===== src/rtl/nn_pio_cmd_bridge_if.sv =====
// PIO command/response and shared memory-port bundle for nn_pio_cmd_bridge.
// The bridge uses the slave view; the NIOS PIO side and memories use the master view.
interface nn_pio_cmd_bridge_if #(
  parameter int unsigned NUM_CH = 4,
  parameter int unsigned DATA_W = 32,
  parameter int unsigned ADDR_W = 13
);
  logic [15:0]            cmd_sync;
  logic [ADDR_W-1:0]      cmd_addr;
  logic [DATA_W-1:0]      cmd_wdata;
  logic [DATA_W-1:0]      rsp_data;
  logic [3:0]             rsp_status;
  logic [ADDR_W-1:0]      mem_addr;
  logic [DATA_W-1:0]      mem_wdata;
  logic [NUM_CH-1:0]      mem_we;
  logic [NUM_CH-1:0]      mem_re;
  logic [NUM_CH*DATA_W-1:0] mem_rdata;

  modport slave (
    input  cmd_sync, cmd_addr, cmd_wdata, mem_rdata,
    output rsp_data, rsp_status, mem_addr, mem_wdata, mem_we, mem_re
  );

  modport master (
    output cmd_sync, cmd_addr, cmd_wdata, mem_rdata,
    input  rsp_data, rsp_status, mem_addr, mem_wdata, mem_we, mem_re
  );
endinterface


===== src/rtl/nn_pio_cmd_bridge.sv =====
// Toggle-handshake command engine: single/auto-increment write, fill and read
// from the NIOS PIOs to NUM_CH on-chip memories over one shared registered port.
module nn_pio_cmd_bridge #(
  parameter int unsigned NUM_CH = 4,
  parameter int unsigned DATA_W = 32,
  parameter int unsigned ADDR_W = 13,
  parameter int unsigned RD_LAT = 2
) (
  input  logic               clk_clk,
  input  logic               reset_reset_n,
  nn_pio_cmd_bridge_if.slave bus
);

  typedef enum logic [2:0] {S_IDLE, S_EXEC, S_FILL, S_RD_WAIT, S_ERR, S_DONE} state_e;
  typedef enum logic [1:0] {OP_WRITE, OP_WRITE_INC, OP_READ, OP_FILL} op_e;

  state_e              state_q, state_d;
  logic                armed_q, armed_d;
  logic                ack_q, ack_d;
  logic                busy_q, busy_d;
  logic                err_q, err_d;
  logic [ADDR_W-1:0]   ptr_q, ptr_d;
  logic [2:0]          ch_q, ch_d;
  logic [7:0]          cnt_q, cnt_d;
  logic [ADDR_W-1:0]   addr_q, addr_d;
  logic [DATA_W-1:0]   wdata_q, wdata_d;
  logic [NUM_CH-1:0]   we_q, we_d;
  logic [NUM_CH-1:0]   re_q, re_d;
  logic [DATA_W-1:0]   rdata_q, rdata_d;

  op_e                 cmd_op;
  logic [2:0]          cmd_ch;
  logic [NUM_CH-1:0]   cmd_oh;
  logic [DATA_W-1:0]   rd_sel;
  logic                unused_sync;

  assign cmd_op      = op_e'(bus.cmd_sync[2:1]);
  assign cmd_ch      = bus.cmd_sync[5:3];
  assign cmd_oh      = NUM_CH'(1) << cmd_ch;
  assign unused_sync = ^bus.cmd_sync[7:6];

  always_comb begin
    rd_sel = '0;
    for (int unsigned c = 0; c < NUM_CH; c++) begin
      if (ch_q == 3'(c)) rd_sel = bus.mem_rdata[c*DATA_W +: DATA_W];
    end
  end

  always_comb begin
    state_d = state_q;
    armed_d = armed_q;
    ack_d   = ack_q;
    busy_d  = busy_q;
    err_d   = err_q;
    ptr_d   = ptr_q;
    ch_d    = ch_q;
    cnt_d   = cnt_q;
    addr_d  = addr_q;
    wdata_d = wdata_q;
    we_d    = '0;
    re_d    = '0;
    rdata_d = rdata_q;
    unique case (state_q)
      S_IDLE: begin
        if (!armed_q) begin
          ack_d   = bus.cmd_sync[0];
          armed_d = 1'b1;
        end else if (bus.cmd_sync[0] != ack_q) begin
          ch_d  = cmd_ch;
          err_d = 1'b0;
          if (32'(cmd_ch) >= NUM_CH) begin
            // Invalid channel acks on the acceptance edge; ERR stands in for DONE.
            err_d   = 1'b1;
            ack_d   = ~ack_q;
            state_d = S_ERR;
          end else begin
            busy_d  = 1'b1;
            wdata_d = bus.cmd_wdata;
            unique case (cmd_op)
              OP_WRITE: begin
                we_d    = cmd_oh;
                addr_d  = bus.cmd_addr;
                ptr_d   = bus.cmd_addr + ADDR_W'(1);
                state_d = S_EXEC;
              end
              OP_WRITE_INC: begin
                we_d    = cmd_oh;
                addr_d  = ptr_q;
                ptr_d   = ptr_q + ADDR_W'(1);
                err_d   = (ptr_q == '1);
                state_d = S_EXEC;
              end
              OP_READ: begin
                re_d    = cmd_oh;
                addr_d  = bus.cmd_addr;
                cnt_d   = '0;
                state_d = S_RD_WAIT;
              end
              default: begin
                we_d    = cmd_oh;
                addr_d  = bus.cmd_addr;
                cnt_d   = bus.cmd_sync[15:8];
                state_d = S_FILL;
              end
            endcase
          end
        end
      end
      S_EXEC: begin
        busy_d  = 1'b0;
        ack_d   = ~ack_q;
        state_d = S_DONE;
      end
      S_FILL: begin
        // cnt_q holds writes still owed after the current one.
        if (cnt_q == '0 || addr_q == '1) begin
          err_d   = err_q | (cnt_q != '0);
          busy_d  = 1'b0;
          ack_d   = ~ack_q;
          state_d = S_DONE;
        end else begin
          we_d   = we_q;
          addr_d = addr_q + ADDR_W'(1);
          cnt_d  = cnt_q - 8'd1;
        end
      end
      S_RD_WAIT: begin
        if (cnt_q == 8'(RD_LAT)) begin
          rdata_d = rd_sel;
          busy_d  = 1'b0;
          ack_d   = ~ack_q;
          state_d = S_DONE;
        end else begin
          cnt_d = cnt_q + 8'd1;
        end
      end
      S_ERR:   state_d = S_IDLE;
      S_DONE:  state_d = S_IDLE;
      default: state_d = S_IDLE;
    endcase
  end

  always_ff @(posedge clk_clk or negedge reset_reset_n) begin
    if (!reset_reset_n) begin
      state_q <= S_IDLE;
      armed_q <= 1'b0;
      ack_q   <= 1'b0;
      busy_q  <= 1'b0;
      err_q   <= 1'b0;
      ptr_q   <= '0;
      ch_q    <= '0;
      cnt_q   <= '0;
      addr_q  <= '0;
      wdata_q <= '0;
      we_q    <= '0;
      re_q    <= '0;
      rdata_q <= '0;
    end else begin
      state_q <= state_d;
      armed_q <= armed_d;
      ack_q   <= ack_d;
      busy_q  <= busy_d;
      err_q   <= err_d;
      ptr_q   <= ptr_d;
      ch_q    <= ch_d;
      cnt_q   <= cnt_d;
      addr_q  <= addr_d;
      wdata_q <= wdata_d;
      we_q    <= we_d;
      re_q    <= re_d;
      rdata_q <= rdata_d;
    end
  end

  assign bus.rsp_data   = rdata_q;
  assign bus.rsp_status = {1'b0, err_q, busy_q, ack_q};
  assign bus.mem_addr   = addr_q;
  assign bus.mem_wdata  = wdata_q;
  assign bus.mem_we     = we_q;
  assign bus.mem_re     = re_q;

endmodule


===== src/flat_wrapper.sv =====
// flat-port wrapper written by rule: the top's interface ports become plain ports
module nn_pio_cmd_bridge_flat 
#(
  parameter int unsigned NUM_CH = 4,
  parameter int unsigned DATA_W = 32,
  parameter int unsigned ADDR_W = 13,
  parameter int unsigned RD_LAT = 2
)
  (clk_clk, reset_reset_n, bus_cmd_sync, bus_cmd_addr, bus_cmd_wdata, bus_mem_rdata, bus_rsp_data, bus_rsp_status, bus_mem_addr, bus_mem_wdata, bus_mem_we, bus_mem_re);
  nn_pio_cmd_bridge_if #(.NUM_CH(NUM_CH), .DATA_W(DATA_W), .ADDR_W(ADDR_W)) bus_i ();
  input  logic clk_clk;
  input  logic reset_reset_n;
  input wire logic [$bits(bus_i.cmd_sync)-1:0] bus_cmd_sync;
  input wire logic [$bits(bus_i.cmd_addr)-1:0] bus_cmd_addr;
  input wire logic [$bits(bus_i.cmd_wdata)-1:0] bus_cmd_wdata;
  input wire logic [$bits(bus_i.mem_rdata)-1:0] bus_mem_rdata;
  output wire logic [$bits(bus_i.rsp_data)-1:0] bus_rsp_data;
  output wire logic [$bits(bus_i.rsp_status)-1:0] bus_rsp_status;
  output wire logic [$bits(bus_i.mem_addr)-1:0] bus_mem_addr;
  output wire logic [$bits(bus_i.mem_wdata)-1:0] bus_mem_wdata;
  output wire logic [$bits(bus_i.mem_we)-1:0] bus_mem_we;
  output wire logic [$bits(bus_i.mem_re)-1:0] bus_mem_re;
  assign bus_i.cmd_sync = bus_cmd_sync;
  assign bus_i.cmd_addr = bus_cmd_addr;
  assign bus_i.cmd_wdata = bus_cmd_wdata;
  assign bus_i.mem_rdata = bus_mem_rdata;
  assign bus_rsp_data = bus_i.rsp_data;
  assign bus_rsp_status = bus_i.rsp_status;
  assign bus_mem_addr = bus_i.mem_addr;
  assign bus_mem_wdata = bus_i.mem_wdata;
  assign bus_mem_we = bus_i.mem_we;
  assign bus_mem_re = bus_i.mem_re;
  nn_pio_cmd_bridge #(.NUM_CH(NUM_CH), .DATA_W(DATA_W), .ADDR_W(ADDR_W), .RD_LAT(RD_LAT)) u_core (.clk_clk(clk_clk), .reset_reset_n(reset_reset_n), .bus(bus_i));
endmodule

===== config.mk =====
export PLATFORM = sky130hd
export DESIGN_NAME = nn_pio_cmd_bridge_flat
export DESIGN_NICKNAME = d
export VERILOG_FILES = /design/src/rtl/nn_pio_cmd_bridge_if.sv /design/src/rtl/nn_pio_cmd_bridge.sv /design/src/flat_wrapper.sv
export SDC_FILE = /design/constraint.sdc
export NUM_CORES = 1
export LEC_CHECK = 0
export CORE_AREA = 2 2 134 136
export CTS_CLUSTER_SIZE = 16
export DETAILED_ROUTE_END_ITERATION = 7
export DIE_AREA = 0 0 136 138
export PLACE_DENSITY = 0.76
export SYNTH_ARGS = -nofsm -noshare
export SYNTH_HDL_FRONTEND = slang
export SYNTH_SLANG_ARGS = --single-unit

===== constraint.sdc =====
create_clock -name clk_clk -period 2.44 [get_ports clk_clk]
set_input_delay 0.366 -clock clk_clk [delete_from_list [all_inputs] [get_ports clk_clk]]
set_output_delay 0.366 -clock clk_clk [all_outputs]
set_load 0.02 [all_outputs]

==> impl_metrics.prom <==
# TYPE chip_impl_metric gauge
chip_impl_metric{name="detail_route.iter0.violations",unit=""} 265
chip_impl_metric{name="post_route_cells_drive_above_1_share",unit="%"} 10.9
chip_impl_info{name="cts_tree",value="done"} 1
chip_impl_metric{name="wire_per_inst",unit="um"} 16.0
chip_impl_metric{name="vdd.ir_drop.worst",unit="V"} 0.000548
chip_impl_info{name="clk_root_buffer_cell",value="clkbuf_16"} 1
chip_impl_info{name="grt_setup_unrepaired",value="false"} 1
chip_impl_metric{name="num_io_pins",unit=""} 280
chip_impl_metric{name="place_worst_setup_slack",unit="ps"} 20.4
chip_impl_info{name="yosys.area.top_type",value="dfrtp_1"} 1
chip_impl_metric{name="postLayoutCoreUtil",unit="%"} 59.0
chip_impl_metric{name="power-per-cell-area",unit="mW/mm2"} 1190
chip_impl_metric{name="timing.fmax",unit="MHz"} 435
chip_impl_info{name="critical_path.reg2reg.startpoint",value="u_core.state_q[1]"} 1
chip_impl_metric{name="number_of_synthesized_flops_with_an_enable_pin",unit=""} 0
chip_impl_metric{name="post-route-min-period",unit="ps"} 2300
chip_impl_metric{name="number_of_failing_hold_endpoints_at_the_final_stage",unit=""} 0
chip_impl_metric{name="antenna_left",unit=""} 0
chip_impl_metric{name="pnr_worst_setup_slack",unit="ps"} 141
chip_impl_metric{name="via_per_inst",unit=""} 5.09
chip_impl_info{name="topRoutingLayerUsed",value="met4"} 1
chip_impl_metric{name="yosys.area.top_type_share",unit="%"} 44.0
chip_impl_metric{name="mappedNetlistNets",unit=""} 941
chip_impl_info{name="netlist_top_cells_area",value="dfrtp_1 (44%), nand2_1 (11%), mux4_2 (4.8%)"} 1
chip_impl_info{name="run_status",value="complete, no violations"} 1
chip_impl_metric{name="drv_cap",unit=""} 0
chip_impl_metric{name="route.final.wire_length",unit="um"} 20200
chip_impl_info{name="critical_path.endpoint_type",value="register"} 1
chip_impl_metric{name="start_util",unit="%"} 37.7
chip_impl_metric{name="required",unit="ps"} 2730
chip_impl_metric{name="power.leakage",unit="uW"} 0.00452
chip_impl_metric{name="vert_die_dim",unit="um"} 138
chip_impl_metric{name="tightestPinTransition",unit="ps"} 813
chip_impl_metric{name="crit_path_max_fanout",unit=""} 7
chip_impl_metric{name="final.setup.tns",unit="ps"} 0
chip_impl_metric{name="ys_warn_count",unit=""} 0
chip_impl_metric{name="antenna-diode-count",unit=""} 0
chip_impl_metric{name="wirelength_met1",unit="um"} 7800
chip_impl_info{name="timing.critical_path.from_type",value="register"} 1
chip_impl_metric{name="core_region",unit="mm2"} 0.0175
chip_impl_info{name="post_synth_most_frequent_cells",value="nand2_1 (193), dfrtp_1 (116), nor2_1 (58), a21oi_1 (53), o21ai_0 (52)"} 1
chip_impl_metric{name="slew_headroom",unit="%"} 45.7
chip_impl_info{name="synthMostInstantiatedCell",value="nand2_1"} 1
chip_impl_metric{name="num_rows",unit=""} 49
chip_impl_metric{name="met2_length",unit="um"} 10300
chip_impl_metric{name="drt_pre_antenna_iters",unit=""} 5
chip_impl_metric{name="grt_first_pass_wirelength",unit="um"} 32100
chip_impl_metric{name="worst_ep_arrival_time",unit="ps"} 2590
chip_impl_metric{name="clock_tree.htree_level_count",unit=""} 4
chip_impl_metric{name="pin_count_of_the_biggest_net_entering_global_routing",unit=""} 51
chip_impl_metric{name="die_width",unit="um"} 136
chip_impl_metric{name="postSynthCellCount",unit=""} 740
chip_impl_metric{name="synthArstFlopShare",unit="%"} 100
chip_impl_metric{name="place.port_buffers",unit=""} 276
chip_impl_metric{name="total_via_count_in_the_routed_design",unit=""} 6411
chip_impl_metric{name="place_hpwl",unit="um"} 15000
chip_impl_metric{name="finalCritPeriodShare",unit="%"} 94.2
chip_impl_info{name="worstHoldPathType",value="in -> async"} 1
chip_impl_metric{name="report.final.slew_viol_count",unit=""} 0
chip_impl_metric{name="fin_skew",unit="ps"} 10.3
chip_impl_info{name="crit_type",value="reg -> reg"} 1
chip_impl_metric{name="final_weighted_congestion_in_routability_driven_placement",unit=""} 0.832
chip_impl_info{name="synth_flop_cell",value="dfrtp_1"} 1
chip_impl_metric{name="number_of_antenna_violations_at_the_first_check_in_global_routing",unit=""} 0
chip_impl_info{name="worstReg2RegEnd",value="u_core.cnt_q[7]"} 1
chip_impl_metric{name="finish.net_count",unit=""} 1219
chip_impl_metric{name="vias_in_the_first_global_route",unit=""} 6429
chip_impl_metric{name="setup_violations",unit=""} 0
chip_impl_metric{name="drc",unit=""} 0
chip_impl_metric{name="cts.sink_count",unit=""} 116
chip_impl_metric{name="layout.filler_cells",unit=""} 1554
chip_impl_metric{name="synth.distinct_cells",unit=""} 70
chip_impl_metric{name="syn_area",unit="mm2"} 0.00660
chip_impl_metric{name="yosys.area_share.xor_xnor",unit="%"} 1.99
chip_impl_info{name="largest_family_of_logic_cells_by_synthesized_area",value="simple AND/OR/NAND/NOR gates"} 1
chip_impl_metric{name="worstSkewPairLatency",unit="ps"} 420
chip_impl_metric{name="inserted_clock_buffers",unit=""} 17
chip_impl_metric{name="synth_adder_area_share",unit="%"} 2.01
chip_impl_metric{name="synth.mux.area_fraction",unit="%"} 11.2
chip_impl_metric{name="max_clock_buf_depth",unit=""} 2
chip_impl_metric{name="worst-r2r-cell-count",unit=""} 10
chip_impl_metric{name="synth-seq-area-share",unit="%"} 44.0
chip_impl_metric{name="wl_met3",unit="um"} 1570
chip_impl_metric{name="setup.reg_to_reg.worst_slack",unit="ps"} 140
chip_impl_metric{name="global_route.overflow_total",unit=""} 0
chip_impl_metric{name="layout-area-overhead-vs-synth",unit="%"} 56.8
chip_impl_metric{name="synth_compound_gate_area_share",unit="%"} 15.1
chip_impl_metric{name="clk_pin_slew_worst_paths",unit="ps"} 60
chip_impl_metric{name="worst_hold_slack",unit="ps"} 460
chip_impl_metric{name="synth_simple_gate_area_share",unit="%"} 21.3
chip_impl_metric{name="die-area",unit="mm2"} 0.0188
chip_impl_metric{name="postSynthRegisterBits",unit=""} 116
chip_impl_metric{name="finalPower",unit="uW"} 12300
chip_impl_metric{name="track_usage",unit="%"} 21.8
chip_impl_metric{name="post_synth.cell_area_avg",unit="um2"} 8.92
==> cell families (layout without fill, tap and decap cells) <==
kind of cell / count (synthesis) / count (layout)
adder cells (fa/ha/maj): 10 / 10
flip-flops: 116 / 116
multiplexers: 53 / 53
other: 1 / 1
AND/OR/NAND/NOR: 317 / 317
buffers and inverters: 57 / 348
AO/OA/AOI/OAI: 171 / 171
XOR/XNOR: 15 / 15
==> worst max path at each step <==
stage               cells after the start                to  slack [ps]               from
finish                                 10   u_core.cnt_q[7]         140  u_core.state_q[1]
global route                           10   u_core.cnt_q[7]          40  u_core.state_q[1]
CTS                                    10   u_core.cnt_q[7]          60  u_core.state_q[1]
detailed placement                     10   u_core.cnt_q[7]          20  u_core.state_q[1]
global placement                        9  u_core.ptr_q[10]          40    bus_cmd_sync[2]
floorplan                              10   u_core.cnt_q[7]          40  u_core.state_q[2]
==> critical path: stages, from the launching register on <==
cell      delay (ps)
dfrtp_1          370
inv_2             80
nor2_4           110
nand2_4           90
ha_1             380
nand3_1          110
o211ai_1         130
o41ai_2          360
xnor2_1          130
o21ba_2          230
o22a_1           180
==> metrics by stage <==
stage | instance area, um2 | std cells
CTS | 10300 | 1259
finish | 10400 | 1260
floorplan | 6610 | 740
detailed placement | 9680 | 1226
global placement | 9680 | 1226
global route | 10400 | 1260
==> final cells by class <==
cell class	count	area, um2	share of cell area [%]
multi-input cells	567	3450	33.3
repair buffers	310	3070	29.6
flip-flops and latches	116	2900	28.0
clock buffers	19	443	4.28
well taps	229	287	2.77
clock inverters	13	180	1.74
inverters	6	22.5	0.218
==> cell usage in the layout (no fill, tap or decap), types with 4 or more instances in the layout <==
cell / synthesis / layout
bufinv_16: 0 / 4
nand3_1: 10 / 10
clkdlybuf4s50_1: 0 / 275
xor2_1: 8 / 8
ha_1: 9 / 8
o21ai_0: 52 / 52
mux2_2: 4 / 4
buf_12: 0 / 4
o21ai_1: 19 / 19
xnor2_1: 7 / 7
a21oi_1: 53 / 52
a31oi_1: 7 / 7
dfrtp_1: 116 / 115
nor2_1: 58 / 57
a22oi_1: 6 / 6
buf_4: 6 / 30
nor2b_1: 6 / 6
inv_1: 5 / 5
nand4_1: 4 / 4
clkbuf_16: 0 / 17
mux2i_1: 31 / 31
mux4_2: 14 / 14
nand2_1: 193 / 192
a22o_1: 8 / 8
and3_1: 5 / 5
clkinv_2: 0 / 4
nand2b_1: 4 / 4
nor3_1: 9 / 7
==> report_power, final <==
group | internal [uW] | switching (uW)
clock network | 1730 | 930
logic | 2940 | 3290
registers | 2770 | 658
==> metal layers <==
layer	up-vias	track usage [%]
met4	0	7.79
met2	243	39.0
li1	3120	-
met5	-	0
met1	3014	24.4
met3	34	6.34
==> repair_timing <==
item,in CTS,in global routing
pin swaps,0,2
buffers inserted,0,1
endpoints found under the hold margin,32,0
gates resized for setup,1,6
endpoints found under the setup margin,1,1
hold buffers,1,0
==> state kept, by name (all words and copies together), names as in the netlist <==
register,count
u_core.bus.mem_addr,13
u_core.err_q,1
u_core.armed_q,1
u_core.state_q,3
u_core.busy_q,1
u_core.bus.rsp_data,32
u_core.bus.mem_we,4
u_core.cnt_q,8
u_core.ack_q,1
u_core.bus.mem_wdata,32
u_core.bus.mem_re,4
u_core.ch_q,3
u_core.ptr_q,13
Note: power is estimated with default switching activity, not from simulation.
